--- src/rtl/data_mem_lsu.sv ---
// RV32I load/store unit driving the data-memory port. Aligned accesses take one beat;
// misaligned halfword/word accesses are optionally split into unsigned byte beats and merged.
module data_mem_lsu #(
  parameter int SPLIT_MISALIGNED = 1
) (
  input  logic        clk,
  input  logic        rst_n,
  input  logic        req_valid,
  input  logic        req_write,
  input  logic [2:0]  req_funct3,
  input  logic [31:0] req_addr,
  input  logic [31:0] req_wdata,
  output logic        busy,
  output logic        resp_valid,
  output logic        resp_err,
  output logic [31:0] resp_rdata,
  output logic [31:0] mem_addr,
  output logic [31:0] mem_write_data,
  output logic        mem_memwrite,
  output logic        mem_memread,
  output logic [3:0]  mem_sign_mask,
  input  logic [31:0] mem_read_data
);

  typedef enum logic [1:0] {IDLE, ISSUE, DRAIN, RESP} state_t;

  state_t      state;
  logic [2:0]  f3_q;
  logic [31:0] addr_q;
  logic [31:0] wdata_q;
  logic        write_q;
  logic        split_q;
  logic [1:0]  beat;
  logic [1:0]  last;
  logic [23:0] acc;

  logic        req_legal;
  logic        req_misal;
  logic        req_err;
  logic        req_split;
  logic [1:0]  req_last;
  logic [1:0]  beat_m1;
  logic [31:0] next_addr;
  logic [15:0] half_val;
  logic [31:0] word_val;
  logic [31:0] load_result;

  // Store data for one beat: split beats carry a single wdata byte, then lane-placed by offset.
  function automatic logic [31:0] beat_data(input logic [31:0] wdata, input logic [2:0] f3,
                                            input logic split, input logic [1:0] k,
                                            input logic [1:0] off);
    logic [31:0] raw;
    if (split) begin
      raw = {24'b0, wdata[{k, 3'b000} +: 8]};
    end else begin
      case (f3[1:0])
        2'b00:   raw = {24'b0, wdata[7:0]};
        2'b01:   raw = {16'b0, wdata[15:0]};
        default: raw = wdata;
      endcase
    end
    return raw << {off, 3'b000};
  endfunction

  function automatic logic [3:0] beat_mask(input logic [2:0] f3, input logic split,
                                           input logic write);
    logic [2:0] width;
    logic       sgn;
    case (f3[1:0])
      2'b00:   width = 3'b001;
      2'b01:   width = 3'b011;
      default: width = 3'b111;
    endcase
    sgn = !write && !f3[2] && (f3[1:0] != 2'b10);
    return split ? 4'b0001 : {sgn, width};
  endfunction

  always_comb begin
    req_legal   = 1'b0;
    req_misal   = 1'b0;
    req_err     = 1'b0;
    req_split   = 1'b0;
    req_last    = 2'd0;
    beat_m1     = beat - 2'd1;
    next_addr   = addr_q + {30'b0, beat} + 32'd1;
    half_val    = {mem_read_data[7:0], acc[7:0]};
    word_val    = {mem_read_data[7:0], acc};
    load_result = mem_read_data;

    if (req_write)
      req_legal = (req_funct3 == 3'b000) || (req_funct3 == 3'b001) || (req_funct3 == 3'b010);
    else
      req_legal = (req_funct3 == 3'b000) || (req_funct3 == 3'b001) || (req_funct3 == 3'b010) ||
                  (req_funct3 == 3'b100) || (req_funct3 == 3'b101);
    req_misal = ((req_funct3[1:0] == 2'b01) && req_addr[0]) ||
                ((req_funct3[1:0] == 2'b10) && (req_addr[1:0] != 2'b00));
    req_err   = !req_legal || (req_misal && (SPLIT_MISALIGNED == 0));
    req_split = req_misal && (SPLIT_MISALIGNED != 0);
    if (req_split)
      req_last = (req_funct3[1:0] == 2'b01) ? 2'd1 : 2'd3;

    // Split loads were fetched as unsigned bytes, so extension happens here.
    if (split_q) begin
      if (f3_q[1:0] == 2'b01)
        load_result = f3_q[2] ? {16'b0, half_val} : {{16{half_val[15]}}, half_val};
      else
        load_result = word_val;
    end
  end

  always_ff @(posedge clk or negedge rst_n) begin
    if (!rst_n) begin
      state          <= IDLE;
      busy           <= 1'b0;
      f3_q           <= 3'b0;
      addr_q         <= 32'b0;
      wdata_q        <= 32'b0;
      write_q        <= 1'b0;
      split_q        <= 1'b0;
      beat           <= 2'd0;
      last           <= 2'd0;
      acc            <= 24'b0;
      resp_valid     <= 1'b0;
      resp_err       <= 1'b0;
      resp_rdata     <= 32'b0;
      mem_addr       <= 32'b0;
      mem_write_data <= 32'b0;
      mem_memwrite   <= 1'b0;
      mem_memread    <= 1'b0;
      mem_sign_mask  <= 4'b0;
    end else begin
      resp_valid <= 1'b0;
      case (state)
        IDLE: begin
          if (req_valid) begin
            busy    <= 1'b1;
            f3_q    <= req_funct3;
            addr_q  <= req_addr;
            wdata_q <= req_wdata;
            write_q <= req_write;
            split_q <= req_split;
            beat    <= 2'd0;
            last    <= req_last;
            acc     <= 24'b0;
            if (req_err) begin
              state      <= RESP;
              resp_valid <= 1'b1;
              resp_err   <= 1'b1;
              resp_rdata <= 32'b0;
            end else begin
              state          <= ISSUE;
              mem_addr       <= req_addr;
              mem_write_data <= req_write ?
                                beat_data(req_wdata, req_funct3, req_split, 2'd0, req_addr[1:0]) :
                                32'b0;
              mem_memwrite   <= req_write;
              mem_memread    <= !req_write;
              mem_sign_mask  <= beat_mask(req_funct3, req_split, req_write);
            end
          end
        end
        ISSUE: begin
          if (!write_q && (beat != 2'd0))
            acc[{beat_m1, 3'b000} +: 8] <= mem_read_data[7:0];
          if (beat == last) begin
            mem_memwrite <= 1'b0;
            mem_memread  <= 1'b0;
            if (write_q) begin
              state      <= RESP;
              resp_valid <= 1'b1;
              resp_err   <= 1'b0;
              resp_rdata <= 32'b0;
            end else begin
              state <= DRAIN;
            end
          end else begin
            beat           <= beat + 2'd1;
            mem_addr       <= next_addr;
            mem_write_data <= write_q ?
                              beat_data(wdata_q, f3_q, split_q, beat + 2'd1, next_addr[1:0]) :
                              32'b0;
          end
        end
        DRAIN: begin
          state      <= RESP;
          resp_valid <= 1'b1;
          resp_err   <= 1'b0;
          resp_rdata <= load_result;
        end
        RESP: begin
          state      <= IDLE;
          busy       <= 1'b0;
          resp_err   <= 1'b0;
          resp_rdata <= 32'b0;
        end
        default: state <= IDLE;
      endcase
    end
  end

endmodule

--- config.mk ---
export PLATFORM = sky130hd
export DESIGN_NAME = data_mem_lsu
export DESIGN_NICKNAME = d
export VERILOG_FILES = /design/src/rtl/data_mem_lsu.sv
export SDC_FILE = /design/constraint.sdc
export NUM_CORES = 1
export LEC_CHECK = 0
export CORE_AREA = 2 2 183 185
export DETAILED_ROUTE_END_ITERATION = 7
export DIE_AREA = 0 0 185 187
export DONT_BUFFER_PORTS = 1
export GPL_ROUTABILITY_DRIVEN = 0
export SYNTH_ARGS = -nofsm -noshare
export SYNTH_HDL_FRONTEND = slang
export SYNTH_SLANG_ARGS = --single-unit
--- constraint.sdc ---
create_clock -name clk -period 3 [get_ports clk]
set_input_delay 0.6 -clock clk [delete_from_list [all_inputs] [get_ports clk]]
set_output_delay 0.6 -clock clk [all_outputs]
set_load 0.02 [all_outputs]
=== Word level (Yosys, flattened, before mapping) ===
Cells that the tools add are included.

* Output and inout bits: 105
* Bits of input ports: 103
* Flip-flop bits (word level): 204
* Logic and storage cells: 141

* Shifts and indexed selects: 5
* Reduce and logical (&&, ||, !) cells: 31
* Mux-type cells: 63
* $add $sub $neg: 5
* Equality and inequality tests: 19

{| class="wikitable"
|+ Operators with widths
! cell !! number
|-
| two-way mux 32 bit || 22
|-
| one-hot mux 32 bit (2 select lines) || 4
|-
| one-hot mux 32 bit (4 select lines) || 1
|-
| << shifter 32 x 5 -> 32 bit || 2
|-
| two-way mux 24 bit || 2
|-
| one-hot mux 24 bit (2 select lines) || 1
|-
| adder 32 x 1 -> 32 bit (second input constant) || 1
|-
| adder 32 x 2 -> 32 bit || 1
|-
| variable part select 32 x 6 -> 8 bit || 1
|-
| bitwise mux 24 bit || 1
|-
| variable shift 8 x 7 -> 24 bit (first input constant) || 1
|-
| variable part select 8 x 7 -> 24 bit || 1
|-
| two-way mux 1 bit || 16
|-
| inequality test 2 bit (second input constant) || 8
|-
| two-way mux 2 bit || 7
|-
| AND reduction 4 bit || 3
|-
| AND reduction 3 bit || 3
|-
| one-hot mux 2 bit (4 select lines) || 1
|-
| nonzero test 2 bit || 4
|-
| negator 5 -> 7 bit || 1
|-
| equality test 2 x 1 -> 1 bit (second input constant) || 3
|-
| equality test 2 bit (second input constant) || 3
|-
| equality test 3 bit (second input constant) || 2
|-
| zero test 2 bit || 3
|-
| other kinds (16) || 31
|}

=== Depth between registers and ports, before layout ===
* Depth after elaboration: 14
* Gate-level depth with buffers: 11
* Gate-level depth less buffers: 8

=== Worst setup path before layout ===
Ideal clock, no wire load.

* Path type: register to register
* From: reg beat[0]
* To: reg mem_write_data[25]
* Clock period less this slack: 2,565 ps
* Arrival: 2,487 ps
* Path slack: 435 ps
* Path buffers: 3
* Cell stages (with the launch flop): 12
* Required time: 2,923 ps
* Library setup time: 77 ps
* Cell sequence: dfrtp_1 > buf_2 > inv_1 > ha_1 > fa_1 > clkbuf_1 > and4b_1 > clkbuf_1 > nand2_1 > nor2_1 > a211oi_1 > a21oi_1

* Cells in the longest elaborated chain, start to end: 9
* Elaborated cells on any way between the ends: 14
* Classes of those cells: add/sub: 3; eq/ne: 2; shift: 2; mux: 6; reduce/logical: 1

{| class="wikitable"
|+ Ends and longest elaborated chain
! item !! line !! RTL
|-
| start, declared || 33 || <nowiki>logic [1:0] beat;</nowiki>
|-
| start signal, assigned || 177 || <nowiki>beat <= beat + 2'd1;</nowiki>
|-
| parallel branches: the longest is 9 deep, another holds adder 32 x 2 -> 32 bit || n/a ||
|-
| end signal, assigned || 153 || <nowiki>mem_write_data <= req_write ?</nowiki>
|-
| end signal, assigned || 179 || <nowiki>mem_write_data <= write_q ?</nowiki>
|-
| end, declared || 18 || <nowiki>output logic [31:0] mem_write_data,</nowiki>
|}

Several ways; the timed one is not identified. The select of a mux whose other input is x is not followed.
A chain may end at the register's enable or synchronous reset.

=== Worst setup path after layout ===
* From: reg beat[1]
* To: reg mem_write_data[30]

Same word-level chain as after synthesis.

==> metrics <==
number of global-route vias before repair=about 9300; CTS sink count=203; syn_area_per_cell=about 9.6 sq um; Max Slew Vio Count=0; GRT Util Overall=between 20 and 25%; Peak Freq=approximately 0.37 GHz; H-tree levels=1; core area=~0.033 sq mm; Crit path arrival time=between 3 and 4 ns; unrepaired setup endpoints after global routing=false; Routed WL=between 30000 and 40000 microns; Clock Skew=between 0.01 and 0.015 ns; Synth area leaders=dfrtp_1 45%, mux2_2 7.0%, nand2_1 6.0%, mux2i_1 5.9%, o21ai_0 3.3%; Post-synth top cells=203 x dfrtp_1, 181 x nand2_1, 75 x o21ai_0; Root Buffer=clkbuf_16; crit end category=flop; MaxCap Viol Count=0; dpl cells=between 1500 and 2000; Mapped Nets=1292; number of synthesized flops with an enable pin=0; Final ANT Viol Nets=0; critical-path cell list=inv_1, ha_1, nand2b_1, nand2_1, a211o_1, o311ai_0, a21oi_1; hold slack=-0.2029 ns; CTS tree=built; clk slew on worst S/H paths=roughly 0.060 ns; nets=roughly 1300; sequential element share of the synthesized area=45.04%; Synth Cell Area=0.01128 sq mm; Final Setup Violations=0; Syn-to-layout area delta=11.56%; ys async rst share=between 90% and 100%; Num CTS Buffers=25; DRC errors left=0; I/O Pins=approximately 210; Slew HR=between 20% and 30%; vias post-DR=~9200; GR Overflow Total=0; Seq cells post-synth=slightly above 200; Setup TNS=0 ns; largest net degree at the start of global routing=slightly above 200; postcts setup bufs=0; Lkg Pwr=roughly 5.1 nW; final count of hold timing violations=between 200 and 250; Unique masters post-synth=68; YS warnings=0; wire per inst=roughly 21 microns; first-pass GRT wire length=around 55000 microns; hpwl dp=24770 microns; status=finished, violations left; most frequent cell after synthesis=dfrtp_1; required time of the critical path=approximately 3.4 ns; CP peak stage delay=around 0.6 ns; Mapped Cells=between 1000 and 1500; Peak VDD IR=about 640 uV; CTS Buffer Depth=3; worst-skew pair later-pin latency=about 0.52 ns; Die Y=about 190 microns; critical path's slowest cell=ha_1; main flop type after synthesis=dfrtp_1; pwr dens=~1200 mW/mm^2; Final period util=around nine tenths; CTS resizes=0; port buffer count=0; fin crit period=around 2.7 ns; drt initial violations=630; initial antenna violation count=0; standard-cell rows=between 60 and 70; # fillers=around 3300; Die W=roughly 190 microns; worst-path fanout max=11; top-area cell type share of the netlist area=approximately 45%; failing checks=negative hold slack; Worst Hold Class=input pin to asynchronous set/reset pin; Yosys top cell by area=dfrtp_1; # diodes=0; via/cell ratio=5.682; first drt pass iteration count=5; Setup CP Type=flop to flop; Starting Density=between 30 and 40%; Worst Tran Pin Value=1.085 ns; die area=~0.035 sq mm; CP Launch Type=flop; layout cells sized above 1=around 14%; Non-Filler Instances=1615
-- routing by layer --
| metal | wire, microns | up-vias | GRT usage [%] |
|---|---|---|---|
| met5 | 0 | - | 0 |
| met4 | 897 | 0 | 5.891 |
| met3 | 3070 | 55 | 5.140 |
| met2 | 16260 | 380 | 32.20 |
| met1 | 14470 | 4523 | 26.47 |
| li1 | - | 4219 | - |
-- critical path: cells and delay by family, from the launching register on --
kind	cells	cell delay [ns]
adders and majority gates	1	0.59
DFF	1	0.48
and+or+nand+nor	2	0.52
buffers and inverters	1	0.16
AOI/OAI and AO/OA	3	0.86
-- stage by stage --
step / util, % / area [sq um] / hold slack (ns) / power [W] / worst slack, ns
after global routing: 38.29 / 12580 / -0.2219 / 0.01664 / 0.1711
after CTS: 38.29 / 12580 / -0.2312 / 0.01566 / 0.3458
after detailed placement: 35.66 / 11720 / 0.3182 / 0.01242 / 0.3627
after floorplan: - / 11280 / 0.3044 / 0.01055 / 0.4354
final: 38.29 / 12580 / -0.2029 / 0.01558 / 0.2720
after global placement: 35.66 / 11720 / 0.3176 / 0.01226 / 0.3934
-- cell families (layout without fill, tap and decap cells) --
kind of cell | after synthesis | in the layout | synth area share [%]
and+or+nand+nor | 373 | 373 | 15.53
muxes | 137 | 137 | 12.94
AOI/OAI and AO/OA | 322 | 322 | 19.07
buffers and inverters | 104 | 93 | 3.961
DFF | 203 | 203 | 45.04
adders and majority gates | 11 | 11 | 1.287
xor gates and xnor gates | 28 | 28 | 2.174
-- path summary, 6_finish.rpt --
kind	from	end	slack [ns]	cells after the start
max	beat[1]	mem_write_data[30]	0.27	7
min	rst_n	mem_addr[19]	-0.20	0
max reg2reg	beat[1]	mem_write_data[30]	0.27	7
min reg2reg	acc[11]	acc[11]	0.48	2
max in group asynchronous	rst_n	wdata_q[27]	2.93	0
min in group clk	mem_read_data[7]	acc[15]	0.21	2
-- registers in the layout, summed over array words and instances, names as in the netlist --
signal / cells
write_q: 1
resp_err: 1
mem_memwrite: 1
busy: 1
mem_sign_mask: 4
acc: 24
mem_memread: 1
mem_write_data: 32
mem_addr: 32
last: 2
resp_rdata: 32
resp_valid: 1
f3_q: 3
addr_q: 32
state: 2
wdata_q: 32
beat: 2
-- report_power, final --
part	internal, W	total (W)	switching, W
registers	0.00398	0.00610	0.00213
clock network	0.00199	0.00318	0.00119
logic	0.00253	0.00630	0.00377
-- area by class of cell --
cell class | instances | area (sq um) | share of cell area, %
clock inverter | 10 | 152.6 | 1.213
inverter | 22 | 82.58 | 0.6563
sequential | 203 | 5081 | 40.38
multi-input combinational | 871 | 5768 | 45.84
timing repair buffer | 27 | 227.7 | 1.810
tap | 448 | 560.5 | 4.455
clock buffer | 34 | 709.4 | 5.638
-- layout by cell type, fill, tap and decap left out, types with 22 or more instances in the layout --
cell type,netlist,routed
clkbuf_16,0,25
mux2i_1,67,67
nand2_1,181,181
a21oi_1,54,54
nor2_1,73,73
buf_4,1,25
o21ai_0,75,75
nand3_1,40,40
o31ai_1,28,28
xnor2_1,24,24
inv_1,22,22
dfrtp_1,203,202
mux2_2,70,70
No activity file was read; power rests on OpenSTA's default activity.
